## src/rtl/present_key_sched_if.sv

```systemverilog
// present_key_sched_if: start/key request and round-key stream bundle for present_key_sched
interface present_key_sched_if #(
  parameter int KEY_W = 128,
  parameter int ROUNDS = 31
);
  localparam int RW = $clog2(ROUNDS + 2);
  logic start;
  logic dec;
  logic [KEY_W-1:0] key;
  logic [63:0] rkey;
  logic rkey_valid;
  logic rkey_ready;
  logic [RW-1:0] round;
  logic busy;
  logic done;
  logic [KEY_W-1:0] final_key;
  modport master (
    output start, dec, key, rkey_ready,
    input rkey, rkey_valid, round, busy, done, final_key
  );
  modport slave (
    input start, dec, key, rkey_ready,
    output rkey, rkey_valid, round, busy, done, final_key
  );
endinterface

```

## src/rtl/present_key_sched.sv

```systemverilog
// present_key_sched: PRESENT 80/128-bit round-key generator, valid/ready key stream; PRESENT_KS_INV_EN adds inverse mode
module present_key_sched #(
  parameter int KEY_W = 128,
  parameter int ROUNDS = 31
) (
  input logic clk,
  input logic rst,
  present_key_sched_if.slave ks
);
  // round must reach ROUNDS+1, so it is one bit wider than the 5-bit counter field
  localparam int RW = $clog2(ROUNDS + 2);
  localparam int FB = (KEY_W == 80) ? 15 : 62;
  localparam logic [63:0] SBOX = 64'h21748FE3DA09B65C;
  localparam logic [0:0] IDLE = 1'b0;
  localparam logic [0:0] RUN = 1'b1;
  generate
    if (KEY_W != 80 && KEY_W != 128) begin : g_bad_key_w
      $error("present_key_sched: KEY_W must be 80 or 128");
    end
  endgenerate
  function automatic logic [3:0] sb(input logic [3:0] n);
    return SBOX[{n, 2'b00} +: 4];
  endfunction
  function automatic logic [KEY_W-1:0] fwd_step(input logic [KEY_W-1:0] k, input logic [RW-1:0] i);
    logic [KEY_W-1:0] r;
    r = {k[KEY_W-62:0], k[KEY_W-1:KEY_W-61]};
    r[KEY_W-1 -: 4] = sb(r[KEY_W-1 -: 4]);
    if (KEY_W == 128) r[KEY_W-5 -: 4] = sb(r[KEY_W-5 -: 4]);
    r[FB +: 5] = r[FB +: 5] ^ 5'(i);
    return r;
  endfunction
`ifdef PRESENT_KS_INV_EN
  localparam logic [63:0] SBOX_INV = 64'hA970364BD21C8FE5;
  function automatic logic [3:0] sbi(input logic [3:0] n);
    return SBOX_INV[{n, 2'b00} +: 4];
  endfunction
  // undoes the forward step that produced round i from round i-1
  function automatic logic [KEY_W-1:0] inv_step(input logic [KEY_W-1:0] k, input logic [RW-1:0] i);
    logic [KEY_W-1:0] r;
    logic [RW-1:0] j;
    j = i - RW'(1);
    r = k;
    r[FB +: 5] = r[FB +: 5] ^ 5'(j);
    r[KEY_W-1 -: 4] = sbi(r[KEY_W-1 -: 4]);
    if (KEY_W == 128) r[KEY_W-5 -: 4] = sbi(r[KEY_W-5 -: 4]);
    return {r[60:0], r[KEY_W-1:61]};
  endfunction
`endif
  logic [0:0] state_q, state_d;
  logic dir_q, dir_d, done_q, done_d, dec_w, xfer, last;
  logic [KEY_W-1:0] kreg_q, kreg_d, fin_q, fin_d, step;
  logic [RW-1:0] round_q, round_d;
  always_comb begin
`ifdef PRESENT_KS_INV_EN
    dec_w = ks.dec;
    step = dir_q ? inv_step(kreg_q, round_q) : fwd_step(kreg_q, round_q);
`else
    dec_w = 1'b0;
    step = fwd_step(kreg_q, round_q);
`endif
    xfer = (state_q == RUN) & ks.rkey_ready;
    last = dir_q ? (round_q == RW'(1)) : (round_q == RW'(ROUNDS + 1));
    state_d = state_q;
    dir_d = dir_q;
    kreg_d = kreg_q;
    round_d = round_q;
    fin_d = fin_q;
    done_d = 1'b0;
    if (state_q == IDLE && ks.start) begin
      state_d = RUN;
      dir_d = dec_w;
      kreg_d = ks.key;
      round_d = dec_w ? RW'(ROUNDS + 1) : RW'(1);
    end else if (xfer && last) begin
      state_d = IDLE;
      done_d = 1'b1;
      fin_d = dir_q ? fin_q : kreg_q;
    end else if (xfer) begin
      kreg_d = step;
      round_d = dir_q ? round_q - RW'(1) : round_q + RW'(1);
    end
  end
  always_ff @(posedge clk) begin
    if (rst) begin
      state_q <= IDLE;
      dir_q <= 1'b0;
      kreg_q <= '0;
      round_q <= '0;
      fin_q <= '0;
      done_q <= 1'b0;
    end else begin
      state_q <= state_d;
      dir_q <= dir_d;
      kreg_q <= kreg_d;
      round_q <= round_d;
      fin_q <= fin_d;
      done_q <= done_d;
    end
  end
  assign ks.rkey = kreg_q[KEY_W-1 -: 64];
  assign ks.rkey_valid = state_q == RUN;
  assign ks.busy = state_q == RUN;
  assign ks.round = round_q;
  assign ks.done = done_q;
  assign ks.final_key = fin_q;
endmodule
```

## src/flat_wrapper.sv

```systemverilog
// flat-port wrapper written by rule: the top's interface ports become plain ports
module present_key_sched_flat 
#(
  parameter int KEY_W = 128,
  parameter int ROUNDS = 31
)
  (clk, rst, ks_start, ks_dec, ks_key, ks_rkey_ready, ks_rkey, ks_rkey_valid, ks_round, ks_busy, ks_done, ks_final_key);
  present_key_sched_if #(.KEY_W(KEY_W), .ROUNDS(ROUNDS)) ks_i ();
  input logic clk;
  input logic rst;
  input wire logic [$bits(ks_i.start)-1:0] ks_start;
  input wire logic [$bits(ks_i.dec)-1:0] ks_dec;
  input wire logic [$bits(ks_i.key)-1:0] ks_key;
  input wire logic [$bits(ks_i.rkey_ready)-1:0] ks_rkey_ready;
  output wire logic [$bits(ks_i.rkey)-1:0] ks_rkey;
  output wire logic [$bits(ks_i.rkey_valid)-1:0] ks_rkey_valid;
  output wire logic [$bits(ks_i.round)-1:0] ks_round;
  output wire logic [$bits(ks_i.busy)-1:0] ks_busy;
  output wire logic [$bits(ks_i.done)-1:0] ks_done;
  output wire logic [$bits(ks_i.final_key)-1:0] ks_final_key;
  assign ks_i.start = ks_start;
  assign ks_i.dec = ks_dec;
  assign ks_i.key = ks_key;
  assign ks_i.rkey_ready = ks_rkey_ready;
  assign ks_rkey = ks_i.rkey;
  assign ks_rkey_valid = ks_i.rkey_valid;
  assign ks_round = ks_i.round;
  assign ks_busy = ks_i.busy;
  assign ks_done = ks_i.done;
  assign ks_final_key = ks_i.final_key;
  present_key_sched #(.KEY_W(KEY_W), .ROUNDS(ROUNDS)) u_core (.clk(clk), .rst(rst), .ks(ks_i));
endmodule
```

## config.mk

```make
export PLATFORM = sky130hd
export DESIGN_NAME = present_key_sched_flat
export DESIGN_NICKNAME = d
export VERILOG_FILES = /design/src/rtl/present_key_sched_if.sv /design/src/rtl/present_key_sched.sv /design/src/flat_wrapper.sv
export SDC_FILE = /design/constraint.sdc
export NUM_CORES = 1
export LEC_CHECK = 0
export CAP_MARGIN = 0
export CORE_MARGIN = 5
export CORE_UTILIZATION = 38
export DETAILED_ROUTE_END_ITERATION = 12
export PLACE_DENSITY = 0.67
export SYNTH_ARGS = -nofsm -noshare
export SYNTH_HDL_FRONTEND = slang
export SYNTH_SLANG_ARGS = --single-unit
```

## constraint.sdc

```tcl
create_clock -name clk -period 2.3 [get_ports clk]
set_input_delay 0.23 -clock clk [delete_from_list [all_inputs] [get_ports clk]]
set_output_delay 0.23 -clock clk [all_outputs]
set_load 0.1 [all_outputs]
```

==> results of run 1 <==
==> cells by family after synthesis <==
logic type / count (synthesis) / share of synthesized area [%]
AOI/OAI and AO/OA: 386 / 19.4
xor gates and xnor gates: 11 / 0.876
adders and majority gates: 12 / 1.37
buffers and inverters: 191 / 9.55
DFF: 264 / 48.1
muxes: 17 / 1.97
and+or+nand+nor: 534 / 18.8
==> stage by stage <==
stage	util [%]	instances
final	51.2	2024
after global routing	51.2	2024
after CTS	51.2	2024
after detailed placement	47.8	1973
after global placement	47.8	1973
after floorplan	-	1415
==> placed cells by master (no fill, tap or decap), types with 6 or more instances in the layout <==
master | netlist | routed
nand2_1 | 493 | 493
mux2_2 | 7 | 7
buf_12 | 0 | 14
nor2_1 | 19 | 19
ha_1 | 12 | 12
dfxtp_1 | 264 | 262
clkdlybuf4s50_1 | 0 | 130
mux2i_1 | 7 | 7
clkbuf_8 | 0 | 10
buf_4 | 77 | 212
xor2_1 | 9 | 9
clkinv_2 | 0 | 6
o21ai_0 | 120 | 120
a21oi_1 | 132 | 131
clkbuf_16 | 0 | 29
inv_1 | 9 | 8
a31oi_1 | 116 | 116
==> final cells by class <==
cell class	count	area, um^2
repair buffers	356	3170
clock buffers	44	882
fillers	2757	14000
clock inverters	7	85.1
inverters	9	35.0
multi-input cells	960	4710
well taps	384	480
flip-flops and latches	264	5290
==> how the worst max path moves through the flow <==
stage,startpoint,endpoint,slack [ns],depth (start not counted)
global route,u_core.ks.round[0],u_core.ks.final_key[39],0.23,7
floorplan,u_core.ks.round[2],u_core.ks.final_key[80],0.06,7
global placement,u_core.ks.round[0],u_core.ks.final_key[38],0.38,7
CTS,u_core.ks.round[0],u_core.ks.final_key[53],0.34,7
detailed placement,u_core.ks.round[0],u_core.ks.final_key[113],0.35,7
finish,u_core.ks.round[0],u_core.ks.final_key[53],0.32,7
==> sequential cells by signal, summed over array words and instances (netlist names) <==
name                 flops
u_core.ks.done           1
u_core.ks.round          6
u_core.kreg_q          128
u_core.ks.final_key    128
u_core.ks.busy           1
==> worst max-delay path, stage by stage (launching register included) <==
cell	delay, ns
dfxtp_2	0.36
inv_1	0.07
ha_1	0.16
nor2b_1	0.39
nand3_4	0.33
buf_12	0.29
nand2_1	0.11
a21oi_1	0.08
==> power by group <==
group	switching (mW)	total [mW]	internal, mW
Sequential	0.241	5.01	4.77
Combinational	1.23	1.80	0.568
Clock	1.84	4.68	2.84
==> layer usage <==
layer	up-vias	wire length (um)
li1	5091	-
met1	4891	15400
met2	387	16800
met3	68	2600
met4	0	1050
met5	-	0
==> results.sh, run 1 <==
export IMPL_outcome="finished clean"
export IMPL_path_clk_slew_ns=0.06
export IMPL_synth_top_area_share_pct=48.1
export IMPL_post_cts_buffers=0
export IMPL_synth_area_leader_cell="dfxtp_1"
export IMPL_yosysSeqAreaShare_pct=48.1
export IMPL_synth_most_common_cell="nand2_1"
export IMPL_grt_first_pass_wirelength_mm=56.3
export IMPL_min_from="rst"
export IMPL_crit_type="register to register"
export IMPL_cp_arrival_ns=2.37
export IMPL_antenna_found_initial=0
export IMPL_crit_fanout=50
export IMPL_die_h_um=180
export IMPL_grt_util_all_layers_pct=20.7
export IMPL_start_kind="register"
export IMPL_worstSkewPairLatency_ns=0.54
export IMPL_synthesis_area_um2=11000
export IMPL_busiest_layer="met2"
export IMPL_report_final_slew_viol_count=0
export IMPL_clock_path_buffers=3
export IMPL_drive_gt1_share_pct=17.9
export IMPL_holdPathStages=3
export IMPL_met1_usage_pct=27.7
export IMPL_p_per_area_nw_per_um2=784
export IMPL_leakage_nw=5.54
export IMPL_wl_per_cell_um=17.7
export IMPL_fin_worst_skew_ns=0.0102
export IMPL_hold_viol=0
export IMPL_end_kind="register"
export IMPL_grt_overflow_total=0
export IMPL_synth_async_reset_ratio_pct=0
export IMPL_syn_nets=1560
export IMPL_ant_nets=0
export IMPL_use_met3_pct=4.70
export IMPL_hold_slack_ns=0.307
export IMPL_met2_usage_pct=33.8
export IMPL_io_pins=334
export IMPL_post_route_drc_count=0
export IMPL_r2r_end="u_core.ks.final_key[53]"
export IMPL_period_share_pct=86.2
export IMPL_layout_nets=1765
export IMPL_ir_drop_mv=0.424
export IMPL_dr_pass1_iters=6
export IMPL_layout_min_cycle_time_ns=1.98
export IMPL_place_area_um2=13700
export IMPL_required_ns=2.68
export IMPL_num_antenna_cells=0
export IMPL_slew_headroom_pct=51.5
export IMPL_avgViaCountPerCell=5.16
export IMPL_num_vias=10437
export IMPL_synth_edf_count=0
export IMPL_layout_setup_ws_ns=0.318
export IMPL_die_w_um=180
export IMPL_cts_sinks=264
export IMPL_setup_tns_ns=0
export IMPL_ys_seq_elements=264
export IMPL_core_um2=28600
export IMPL_syn_mean_instance_area_um2=7.77
export IMPL_cts_resized=0
export IMPL_cts_buffers=29
export IMPL_syn_to_final_growth_pct=33.2
export IMPL_r2r_start="u_core.ks.round[0]"
export IMPL_rsz0062_at_grt="no"
export IMPL_drv_cap=0
export IMPL_drt_iter0_drc=712
export IMPL_cts_hold_buf=0
export IMPL_yosysWarningCount=0
export IMPL_setup_viol=0
export IMPL_initial_core_util_pct=38.4
export IMPL_grt_pass1_vias=9837
export IMPL_power_mw=11.5
export IMPL_worstMarginPinSlew_ns=0.728
export IMPL_place_hpwl_mm=23.7
export IMPL_r2r_cells=7
export IMPL_synth_ff_type="dfxtp_1"
export IMPL_portBuffers=332
export IMPL_yosys_top_cells_count="nand2_1, dfxtp_1, a21oi_1, o21ai_0, a31oi_1"
export IMPL_grt_max_degree=139
export IMPL_cts_tree="built"
export IMPL_core_rowCount=62
export IMPL_post_place_ws_ns=0.353
export IMPL_design_die_area_um2=32400
export IMPL_synthTopCellsByArea="dfxtp_1, nand2_1, a31oi_1, a21oi_1, o21ai_0"
export IMPL_max_freq_mhz=505
export IMPL_hold_end="u_core.ks.final_key[13]"
export IMPL_routabilityCongestion=0.797
export IMPL_cts_root_buf="clkbuf_16"
export IMPL_htreeDepth=1
export IMPL_synthDistinctLibCells=35
export IMPL_syn_instance_count=1415
export IMPL_rrSetupSlack_ns=0.32
export IMPL_routed_wl_mm=35.8
export IMPL_design_area_um2=14700
export IMPL_min_path_type="input port to register"
Note: power is estimated with default switching activity, not from simulation.
==> inputs of run 2 (changes only) <==
CORE_UTILIZATION = 47   (was 38)
PLACE_DENSITY = 0.8   (was 0.67)
clock period = 1.9 ns   (was 2.3 ns; I/O delays follow)
==> results.sh, run 2 (synthesized netlist as in run 1, its figures left out) <==
export IMPL_io_pins=334
export IMPL_layout_common_cells="nand2_1, dfxtp_1, buf_4, a21oi_1, clkdlybuf4s50_1"
export IMPL_num_vias=10747
export IMPL_fill_cells=2021
export IMPL_syn_to_final_growth_pct=35.1
export IMPL_end_kind="register"
export IMPL_crit_type="register to register"
export IMPL_cts_hold_buf=0
export IMPL_ir_drop_mv=0.779
export IMPL_die_w_um=163
export IMPL_grt_overflow_total=0
export IMPL_routed_wl_mm=34.7
export IMPL_holdPathStages=3
export IMPL_dp_cells=1927
export IMPL_p_per_area_nw_per_um2=939
export IMPL_antenna_found_initial=0
export IMPL_period_share_pct=93.1
export IMPL_place_hpwl_mm=23.7
export IMPL_drt_iter0_drc=922
export IMPL_slew_headroom_pct=47.5
export IMPL_drv_cap=0
export IMPL_grt_pass1_vias=9992
export IMPL_drive_gt1_share_pct=19.5
export IMPL_rsz0062_at_grt="no"
export IMPL_avgViaCountPerCell=5.43
export IMPL_layout_nets=1785
export IMPL_ant_nets=0
export IMPL_core_rowCount=56
export IMPL_design_die_area_um2=26600
export IMPL_fin_worst_skew_ns=0.0112
export IMPL_cts_root_buf="clkbuf_16"
export IMPL_crit_fanout=8
export IMPL_path_clk_slew_ns=0.06
export IMPL_final_util_pct=63.9
export IMPL_min_path_type="input port to register"
export IMPL_hold_end="u_core.ks.final_key[14]"
export IMPL_hold_viol=0
export IMPL_final_common_cell="nand2_1"
export IMPL_core_um2=23300
export IMPL_report_final_slew_viol_count=0
export IMPL_r2r_cells=4
export IMPL_cp_arrival_ns=2.20
export IMPL_r2r_start="u_core.kreg_q[59]"
export IMPL_initial_core_util_pct=47.3
export IMPL_outcome="finished clean"
export IMPL_start_kind="register"
export IMPL_layout_min_cycle_time_ns=1.77
export IMPL_wl_per_cell_um=17.5
export IMPL_dr_pass1_iters=7
export IMPL_portBuffers=332
export IMPL_hold_slack_ns=0.190
export IMPL_num_antenna_cells=0
export IMPL_grt_max_degree=139
export IMPL_worstMarginPinSlew_ns=0.787
export IMPL_cts_sinks=264
export IMPL_min_from="rst"
export IMPL_place_area_um2=13900
export IMPL_power_mw=14.0
export IMPL_required_ns=2.33
export IMPL_layout_setup_ws_ns=0.132
export IMPL_cts_resized=0
export IMPL_grt_first_pass_wirelength_mm=53.8
export IMPL_leakage_nw=5.68
export IMPL_final_cells=1979
export IMPL_post_place_ws_ns=0.0413
export IMPL_cts_tree="built"
export IMPL_setup_viol=0
export IMPL_worstSkewPairLatency_ns=0.54
export IMPL_r2r_end="u_core.kreg_q[122]"
export IMPL_max_freq_mhz=566
export IMPL_routabilityCongestion=0.863
export IMPL_post_route_drc_count=0
export IMPL_rrSetupSlack_ns=0.13
export IMPL_htreeDepth=1
export IMPL_setup_tns_ns=0
export IMPL_clock_path_buffers=3
export IMPL_die_h_um=163
export IMPL_cts_buffers=28
export IMPL_grt_util_all_layers_pct=24.6
export IMPL_design_area_um2=14900
[run 2: cell count changes in the layout (fill, tap and decap cells not counted), moves of 2 or more]
| cell | change |
|---|---|
| clkinvlp_4 | +3 |
| dfxtp_1 | -5 |
| inv_6 | +2 |
| buf_12 | +9 |
| buf_4 | +12 |
| dfxtp_4 | +3 |
| clkbuf_1 | -4 |
| dfxtp_2 | +2 |
| clkbuf_8 | -6 |
[run 2: worst max path at each step]
stage,end,startpoint,slack (ns)
2_1_floorplan,u_core.ks.final_key[80],u_core.ks.round[0],0.0009
3_5_place_dp,u_core.kreg_q[117],u_core.ks.round[5],0.04
5_1_grt,u_core.kreg_q[64],u_core.ks.round[0],0.01
6_report,u_core.kreg_q[122],u_core.kreg_q[59],0.13
3_3_place_gp,u_core.kreg_q[52],u_core.ks.round[5],0.06
4_1_cts,u_core.kreg_q[36],u_core.ks.round[5],0.02
[run 2: timing repair]
| action | 4_1_cts | 5_1_grt |
|---|---|---|
| buffers inserted | 0 | 2 |
| endpoints found under the setup margin | 0 | 83 |
| hold endpoints to repair | 0 | 0 |
[run 2: area by class of cell]
cell class | instances | area (um^2) | share of cell area [%]
inverter | 9 | 33.8 | 0.227
timing repair buffer | 377 | 3440 | 23.2
multi-input combinational | 960 | 4710 | 31.7
sequential | 264 | 5300 | 35.7
clock inverter | 16 | 186 | 1.25
clock buffer | 34 | 785 | 5.28
tap | 319 | 399 | 2.69
[run 2: metal layers]
| layer | up-vias | wire length [um] | part of all wire (%) | GRT usage, % |
|---|---|---|---|---|
| li1 | 5131 | - | - | - |
| met1 | 5059 | 14100 | 41 | 32.3 |
| met2 | 464 | 16500 | 48 | 40.3 |
| met3 | 93 | 2760 | 8.0 | 4.86 |
| met4 | 0 | 1320 | 3.8 | 9.19 |
| met5 | - | 0 | 0 | 0 |
[run 2: critical path, cell delays in order (launching register included)]
cell,delay [ns]
dfxtp_1,0.47
inv_1,0.12
ha_1,0.35
mux4_2,0.47
o221a_2,0.25
[run 2: power breakdown]
part           internal [mW]  total [mW]  switching, mW  leakage, nW
clock                   3.36        5.67           2.31        0.474
combinational          0.726        2.23           1.51         3.04
sequential              5.77        6.05          0.282         2.16
total                   9.86        14.0           4.10         5.68
==> inputs of run 3 (changes only) <==
CORE_MARGIN = 2   (was 5)
GPL_TIMING_DRIVEN = 1   (was unset)
==> results.sh, run 3 (synthesized netlist as in run 1, its figures left out) <==
export IMPL_cts_sinks=264
export IMPL_layout_min_cycle_time_ns=1.79
export IMPL_design_die_area_um2=24600
export IMPL_grt_util_all_layers_pct=25.9
export IMPL_crit_fanout=44
export IMPL_layout_common_cells="nand2_1, dfxtp_1, buf_4, a21oi_1, clkdlybuf4s50_1"
export IMPL_post_cts_buffers=0
export IMPL_period_share_pct=94.0
export IMPL_setup_viol=0
export IMPL_num_vias=10683
export IMPL_cp_slowest_stage_delay_ns=0.34
export IMPL_design_area_um2=14700
export IMPL_syn_to_final_growth_pct=33.7
export IMPL_place_hpwl_mm=22.6
export IMPL_cp_depth=9
export IMPL_grt_overflow_total=0
export IMPL_cts_root_buf="clkbuf_16"
export IMPL_critPathBufInv=4
export IMPL_worstSkewPairLatency_ns=0.53
export IMPL_slew_headroom_pct=52.6
export IMPL_drv_cap=0
export IMPL_drt_iter0_drc=742
export IMPL_layout_setup_ws_ns=0.114
export IMPL_crit_type="register to register"
export IMPL_critPathTopFamily="buffers and inverters"
export IMPL_path_common_cell="buf_4"
export IMPL_outcome="finished clean"
export IMPL_path_cells="inv_1 > ha_1 > nor2b_1 > buf_4 > a21oi_4 > buf_4 > buf_12 > nand2_1 > a31oi_1"
export IMPL_min_path_type="input port to register"
export IMPL_cts_hold_buf=0
export IMPL_dr_pass1_iters=5
export IMPL_routabilityCongestion=0.868
export IMPL_num_antenna_cells=0
export IMPL_hold_slack_ns=0.257
export IMPL_post_place_ws_ns=0.0243
export IMPL_cp_arrival_ns=2.24
export IMPL_core_um2=22800
export IMPL_core_rowCount=55
export IMPL_max_freq_mhz=560
export IMPL_cts_tree="built"
export IMPL_end_kind="register"
export IMPL_routed_wl_mm=34.0
export IMPL_holdPathStages=5
export IMPL_r2r_cells=9
export IMPL_io_pins=334
export IMPL_clock_path_buffers=3
export IMPL_post_route_drc_count=0
export IMPL_drive_gt1_share_pct=18.8
export IMPL_place_area_um2=13800
export IMPL_start_kind="register"
export IMPL_die_w_um=157
export IMPL_ir_drop_mv=0.646
export IMPL_worstMarginPinSlew_ns=0.711
export IMPL_report_final_slew_viol_count=0
export IMPL_p_per_area_nw_per_um2=916
export IMPL_wl_per_cell_um=17.3
export IMPL_portBuffers=332
export IMPL_htreeDepth=1
export IMPL_fin_worst_skew_ns=0.00972
export IMPL_die_h_um=157
export IMPL_ant_nets=0
export IMPL_initial_core_util_pct=48.3
export IMPL_cts_resized=0
export IMPL_avgViaCountPerCell=5.43
export IMPL_rsz0062_at_grt="no"
export IMPL_leakage_nw=5.61
export IMPL_grt_pass1_vias=9903
export IMPL_grt_first_pass_wirelength_mm=52.0
export IMPL_grt_max_degree=139
export IMPL_path_clk_slew_ns=0.06
export IMPL_antenna_found_initial=0
export IMPL_layout_nets=1782
export IMPL_hold_viol=0
export IMPL_slowest_stage="dfxtp_4"
export IMPL_setup_tns_ns=0
export IMPL_required_ns=2.36
export IMPL_cts_buffers=27
export IMPL_final_common_cell="nand2_1"
run 3: cell type report:
type | instances | area, um^2
clock buffers | 37 | 733
clock inverters | 11 | 113
fillers | 1948 | 8080
inverters | 9 | 35.0
multi-input cells | 960 | 4710
flip-flops and latches | 264 | 5300
well taps | 313 | 392
repair buffers | 375 | 3420
run 3: final timing paths:
kind	from	to	slack [ns]
max	u_core.ks.round[0]	u_core.kreg_q[23]	0.11
min	rst	u_core.kreg_q[19]	0.26
max reg2reg	u_core.ks.round[0]	u_core.kreg_q[23]	0.11
min reg2reg	u_core.ks.final_key[10]	u_core.ks.final_key[10]	0.45
run 3: where the power goes:
group | internal (mW) | leakage, nW | switching [mW]
clock | 2.97 | 0.417 | 2.20
combinational | 0.734 | 3.03 | 1.51
sequential | 5.77 | 2.16 | 0.286
total | 9.47 | 5.61 | 3.99
run 3: through the flow:
step,utilization [%],power [mW],cells
2_1_floorplan,-,7.75,1415
3_3_place_gp,60.7,8.35,1918
3_5_place_dp,60.7,8.38,1918
4_1_cts,64.4,13.5,1966
5_1_grt,64.5,13.9,1969
6_report,64.5,13.5,1969
run 3: worst register-to-register path: stages (launching register included):
cell and delay, ns:
dfxtp_4 0.34, inv_1 0.03, ha_1 0.20, nor2b_1 0.13, buf_4 0.16, a21oi_4 0.20, buf_4 0.15, buf_12 0.20
nand2_1 0.15, a31oi_1 0.17
run 3: layer usage:
metal / share of wire, % / track usage (%) / up-vias
li1: - / - / 5129
met1: 40 / 33.2 / 4997
met2: 47 / 43.6 / 482
met3: 8.6 / 4.93 / 75
met4: 3.5 / 9.57 / 0
met5: 0 / 0 / -
